## config.mk

```make
export PLATFORM = sky130hd
export DESIGN_NAME = piso_serializer
export DESIGN_NICKNAME = d
export VERILOG_FILES = /design/src/rtl/piso_serializer_pkg.sv /design/src/rtl/piso_serializer_hold_buf.sv /design/src/rtl/piso_serializer.sv
export SDC_FILE = /design/constraint.sdc
export NUM_CORES = 1
export LEC_CHECK = 0
export ABC_AREA = 1
export CORE_MARGIN = 4
export CORE_UTILIZATION = 50
export CTS_CLUSTER_SIZE = 16
export DETAILED_ROUTE_END_ITERATION = 10
export MAX_ROUTING_LAYER = met4
export PLACE_DENSITY = 0.78
export SYNTH_ARGS = -nofsm -noshare
export SYNTH_HDL_FRONTEND = slang
export SYNTH_SLANG_ARGS = --single-unit
```

## constraint.sdc

```tcl
create_clock -name clk -period 2.7 [get_ports clk]
set_clock_uncertainty 0.05 [all_clocks]
set_input_delay 0.27 -clock clk [delete_from_list [all_inputs] [get_ports clk]]
set_output_delay 0.27 -clock clk [all_outputs]
set_load 0.01 [all_outputs]
```

## src/rtl/piso_serializer_pkg.sv

```systemverilog
`default_nettype none
// ============================================================================
//  Module      : piso_serializer_pkg
//  Description : Shared state encoding and counter-width helper for the
//                parallel-in/serial-out serializer.
//  Revision    : 1.0 - initial release
// ============================================================================
package piso_serializer_pkg;

  // One-hot state encoding, same style as the downstream sequence detector.
  typedef enum logic [1:0] {
    ST_IDLE  = 2'b01,
    ST_SHIFT = 2'b10
  } ser_state_t;

  // Bits needed to count 0..n-1. Never less than one bit, so that a
  // two-bit word still gets a usable counter.
  function automatic int clog2(input int n);
    int r;
    r = 0;
    for (int i = 0; i < 32; i++) begin
      if ((64'd1 << i) < 64'(n)) begin
        r = i + 1;
      end
    end
    return (r < 1) ? 1 : r;
  endfunction

endpackage
`default_nettype wire

```

## src/rtl/piso_serializer_hold_buf.sv

```systemverilog
`default_nettype none
// ============================================================================
//  Module      : ser_hold_buf
//  Description : Single-entry holding buffer for the next word while the
//                shifter is still busy with the current one.
//  Revision    : 1.0 - initial release
// ============================================================================
module ser_hold_buf #(
  parameter int WIDTH = 8
) (
  input  logic             clk,
  input  logic             rst_n,
  input  logic             write,
  input  logic             read,
  input  logic [WIDTH-1:0] wdata,
  output logic [WIDTH-1:0] rdata,
  output logic             full
);

  logic [WIDTH-1:0] r_data;
  logic             r_full;

  // Capture on write; a read empties the entry. The serializer never
  // writes and reads on the same edge, but a write is allowed to win.
  always_ff @(posedge clk or negedge rst_n) begin
    if (!rst_n) begin
      r_data <= '0;
      r_full <= 1'b0;
    end else if (write) begin
      r_data <= wdata;
      r_full <= 1'b1;
    end else if (read) begin
      r_full <= 1'b0;
    end
  end

  assign rdata = r_data;
  assign full  = r_full;

endmodule
`default_nettype wire

```

## src/rtl/piso_serializer.sv

```systemverilog
`default_nettype none
// ============================================================================
//  Module      : piso_serializer
//  Description : Parallel-in/serial-out stage with valid/ready load and a
//                one-word holding buffer for gapless streaming. dout is
//                decoded from registered state only.
//  Revision    : 1.0 - initial release
// ============================================================================
module piso_serializer
  import piso_serializer_pkg::*;
#(
  parameter int WIDTH     = 8,
  parameter bit MSB_FIRST = 1'b1
) (
  input  logic             clk,
  input  logic             rst_n,
  input  logic [WIDTH-1:0] data_in,
  input  logic             load_valid,
  output logic             load_ready,
  output logic             dout,
  output logic             dout_valid,
  output logic             busy
);

  localparam int             CW     = clog2(WIDTH);
  localparam logic [CW-1:0]  C_LAST = CW'(WIDTH - 1);
  localparam logic [CW-1:0]  C_ONE  = CW'(1);

  ser_state_t       r_state, w_state_nxt;
  logic [WIDTH-1:0] r_shift, w_shift_nxt;
  logic [CW-1:0]    r_cnt, w_cnt_nxt;

  logic [WIDTH-1:0] w_shifted;
  logic             w_cur_bit;
  logic             w_transfer;
  logic             w_last;
  logic             w_hold_wr;
  logic             w_hold_rd;
  logic             w_hold_full;
  logic [WIDTH-1:0] w_hold_data;

  ser_hold_buf #(.WIDTH(WIDTH)) u_hold (
    .clk   (clk),
    .rst_n (rst_n),
    .write (w_hold_wr),
    .read  (w_hold_rd),
    .wdata (data_in),
    .rdata (w_hold_data),
    .full  (w_hold_full)
  );

  // Bit order: the outgoing bit sits at one end and the register shifts
  // toward it.
  generate
    if (MSB_FIRST) begin : g_msb_first
      assign w_cur_bit = r_shift[WIDTH-1];
      assign w_shifted = {r_shift[WIDTH-2:0], 1'b0};
    end else begin : g_lsb_first
      assign w_cur_bit = r_shift[0];
      assign w_shifted = {1'b0, r_shift[WIDTH-1:1]};
    end
  endgenerate

  assign load_ready = ~w_hold_full;
  assign w_transfer = load_valid & ~w_hold_full;
  assign w_last     = (r_cnt == C_LAST);

  // State, shifter and counter registers.
  always_ff @(posedge clk or negedge rst_n) begin
    if (!rst_n) begin
      r_state <= ST_IDLE;
      r_shift <= '0;
      r_cnt   <= '0;
    end else begin
      r_state <= w_state_nxt;
      r_shift <= w_shift_nxt;
      r_cnt   <= w_cnt_nxt;
    end
  end

  // Next-state: load, shift, refill from buffer or bypass at the last bit.
  always_comb begin
    w_state_nxt = r_state;
    w_shift_nxt = r_shift;
    w_cnt_nxt   = r_cnt;
    w_hold_wr   = 1'b0;
    w_hold_rd   = 1'b0;
    case (r_state)
      ST_IDLE: begin
        if (w_transfer) begin
          w_shift_nxt = data_in;
          w_cnt_nxt   = '0;
          w_state_nxt = ST_SHIFT;
        end
      end
      ST_SHIFT: begin
        if (!w_last) begin
          w_shift_nxt = w_shifted;
          w_cnt_nxt   = r_cnt + C_ONE;
          w_hold_wr   = w_transfer;
        end else if (w_hold_full) begin
          w_shift_nxt = w_hold_data;
          w_cnt_nxt   = '0;
          w_hold_rd   = 1'b1;
        end else if (w_transfer) begin
          w_shift_nxt = data_in;
          w_cnt_nxt   = '0;
        end else begin
          w_shift_nxt = '0;
          w_cnt_nxt   = '0;
          w_state_nxt = ST_IDLE;
        end
      end
      default: begin
        w_shift_nxt = '0;
        w_cnt_nxt   = '0;
        w_state_nxt = ST_IDLE;
      end
    endcase
  end

  assign dout_valid = (r_state == ST_SHIFT);
  assign dout       = dout_valid & w_cur_bit;
  assign busy       = dout_valid | w_hold_full;

endmodule
`default_nettype wire

```

==> out/metrics.yaml <==
outcome: "completed"
max_slew.worst_pin.slew_ns: 0.5447
vias_per_cell: 5.159
critPathCaptureType: "output port"
dpl.hpwl_mm: 1.967
synth_area_per_cell_um2: 7.537
cts.sinks: 22
worstHoldPathType: "in -> async"
synthMuxAreaShare_pct: 0
port_buffers: 14
gr-usage-all-layers_pct: 18.51
setup_tns_ns: 0
drt-initial-drc-count: 27
seqPwrFrac_pct: 63.0
clock_latency_ns: 0.32
startpoint_type: "flop"
clkPwrFrac_pct: 30.9
vias: 1073
ff2ff_path_depth: 7
critical_path.max_fanout: 14
critPathRequiredTime_ns: 2.38
fill_cells: 202
cts_setup_buffers: 0
cts_tree: "done"
fp.dieArea_mm2: 0.003384
synth_top_family_by_area: "simple AND/OR/NAND/NOR gates"
diodes: 0
async_flop_share_pct: 100.0
r2r_slack_ns: 0.89
p_per_area_mw_per_mm2: 369.6
hold_viol_final: 0
synth_ff_type: "dfrtp_1"
place_inst: 204
grt_max_degree: 23
layout.nets: 197
ctsResizeCount: 0
clk_path_buf_depth: 2
synthSimpleGateAreaFrac_pct: 39.86
arrival_ns: 2.00
worstSetupPathType: "reg -> out"
wl_per_cell_um: 12.70
cap_violations: 0
synth_edf_count: 0
cts_hold_buffers: 0
slew-limit-headroom_pct: 63.69
antenna_found_initial: 0
routed_wl_mm: 2.641
start_util_pct: 54.79
area.growth.synth_to_final_pct: 12.33
post-route-period-util_pct: 85.85
htreeDepth: 1
min_period_ns: 2.318
dr.pass1.iters: 5
cts_made_buffers: 3
grt_setup_unrepaired: "no"
placementRows: 17
switching_power_w: 0.0001190
vdd.ir_drop.worst_uv: 332.4
ant_nets: 0
p_leak_nw: 0.8094
max_clock_freq_ghz: 0.4314
synth_compound_area_share_pct: 3.579
drc: 0
clkSlewWorstSetupHoldPaths_ns: 0.13
synthCells: 167
grt_pass1_vias: 1085
stdcell_count: 208
r2r_end: "u_hold.rdata[1]"
slew_violations: 0
ys_warn_count: 0
gp_congestion: 0.8602
synth-seq-cells: 22
synthAdderAreaFrac_pct: 4.970
mappedNetlistArea_mm2: 0.001259
synth_fp_nets: 183
root_buffer: "clkbuf_4"
die_h_um: 58.18
p_int_w: 0.0004036
yosys.cell_types.count: 20
grt_first_pass_wirelength_mm: 4.802
ioPinCount: 15
core_area_mm2: 0.002297
synth_xor_area_share_pct: 0
timing.rr.start: "r_state[0]"
grt-ovfl-total: 0
setup-violations-final: 0
seq_area_frac_synth_pct: 43.84
combinationalPowerShare_pct: 6.1
switching_share_pct: 22.77
drive_above_1_share_pct: 9.444
die_w_um: 58.18
[cells in the mapped netlist (2+ instances only)]
cell type	instances	area (µm²)
ha_1	5	62.56
inv_1	8	30.03
buf_4	2	15.01
nand2_2	3	18.77
inv_2	2	7.510
buf_6	3	33.78
o21ai_1	3	15.01
dfrtp_1	21	525.5
nand3_1	17	85.08
nand2_1	93	349.1
[placed cells by master, fill, tap and decap left out]
master            n
o21ai_2           1
clkdlybuf4s50_1  14
nor2_8            1
dfrtp_1          21
inv_2             2
dfstp_2           1
nor2_2            1
clkbuf_4          3
nand2_2           3
nand3_1          17
nand3b_2          1
o21ai_4           1
nand2_1          93
nor2_4            1
o21ai_1           3
inv_1             8
ha_1              5
buf_4             1
clkbuf_1          1
inv_4             1
o21ai_0           1
[critical path: stages, from the launching register on]
cell and delay [ns]:
dfstp_2 0.56, inv_1 0.04, ha_1 0.38, inv_2 0.16
nand2_1 0.07, clkdlybuf4s50_1 0.49
[flip-flops by register name, indices dropped and copies added, names as in the netlist]
register      flops
u_hold.rdata      8
u_hold.full       1
r_cnt             3
r_shift           8
r_state           2
[routing by layer]
| layer | wire (µm) | up-vias | global-route usage [%] | part of all wire (%) |
|---|---|---|---|---|
| met5 | 0 | - | - | 0 |
| met4 | 25 | 0 | 5.298 | 0.95 |
| met3 | 129 | 4 | 5.568 | 4.9 |
| met2 | 1284 | 31 | 29.84 | 49 |
| met1 | 1201 | 495 | 22.34 | 45 |
| li1 | - | 543 | - | - |
[final cells by class]
type	instances	area (µm²)	area share, %
multi-input cells	128	609.3	43.10
inverters	11	43.79	3.097
clock buffers	4	26.28	1.858
well taps	28	35.03	2.478
repair buffers	15	147.6	10.44
flip-flops and latches	22	551.8	39.03
[power groups by stage]
stage | clock network [W] | logic [W] | registers (W)
after floorplan | 0 | 0.00000594 | 0.000336
after global placement | 0 | 0.0000317 | 0.000336
after detailed placement | 0 | 0.0000319 | 0.000336
after CTS | 0.000164 | 0.0000323 | 0.000330
after global routing | 0.000179 | 0.0000359 | 0.000330
final | 0.000161 | 0.0000319 | 0.000329
[cells by family (layout without fill, tap and decap cells)]
logic type,Yosys count,count (layout)
flops,22,22
simple gates,117,117
compound gates,6,6
buf+inv,17,30
fa+ha+maj,5,5
[metrics by stage]
stage	area, µm²	util (%)	hold WS (ns)	setup slack, ns	power, W
2_1_floorplan	1259	-	-0.07559	1.215	0.0003418
3_3_place_gp	1388	60.40	0.4070	0.7993	0.0003674
3_5_place_dp	1388	60.40	0.4176	0.7228	0.0003677
4_1_cts	1414	61.55	0.2341	0.3741	0.0005257
5_1_grt	1414	61.55	0.2407	0.2896	0.0005440
6_report	1414	61.55	0.2220	0.3821	0.0005226
[how the worst max path moves through the flow]
stage / cells after the start / to / slack [ns] / start
global route: 5 / busy / 0.29 / r_state[0]
detailed placement: 5 / busy / 0.72 / r_state[0]
global placement: 5 / busy / 0.80 / r_state[0]
finish: 5 / busy / 0.38 / r_state[0]
floorplan: 11 / r_shift[1] / 1.22 / r_cnt[0]
CTS: 5 / busy / 0.37 / r_state[0]
(Power assumes the default switching activity.)
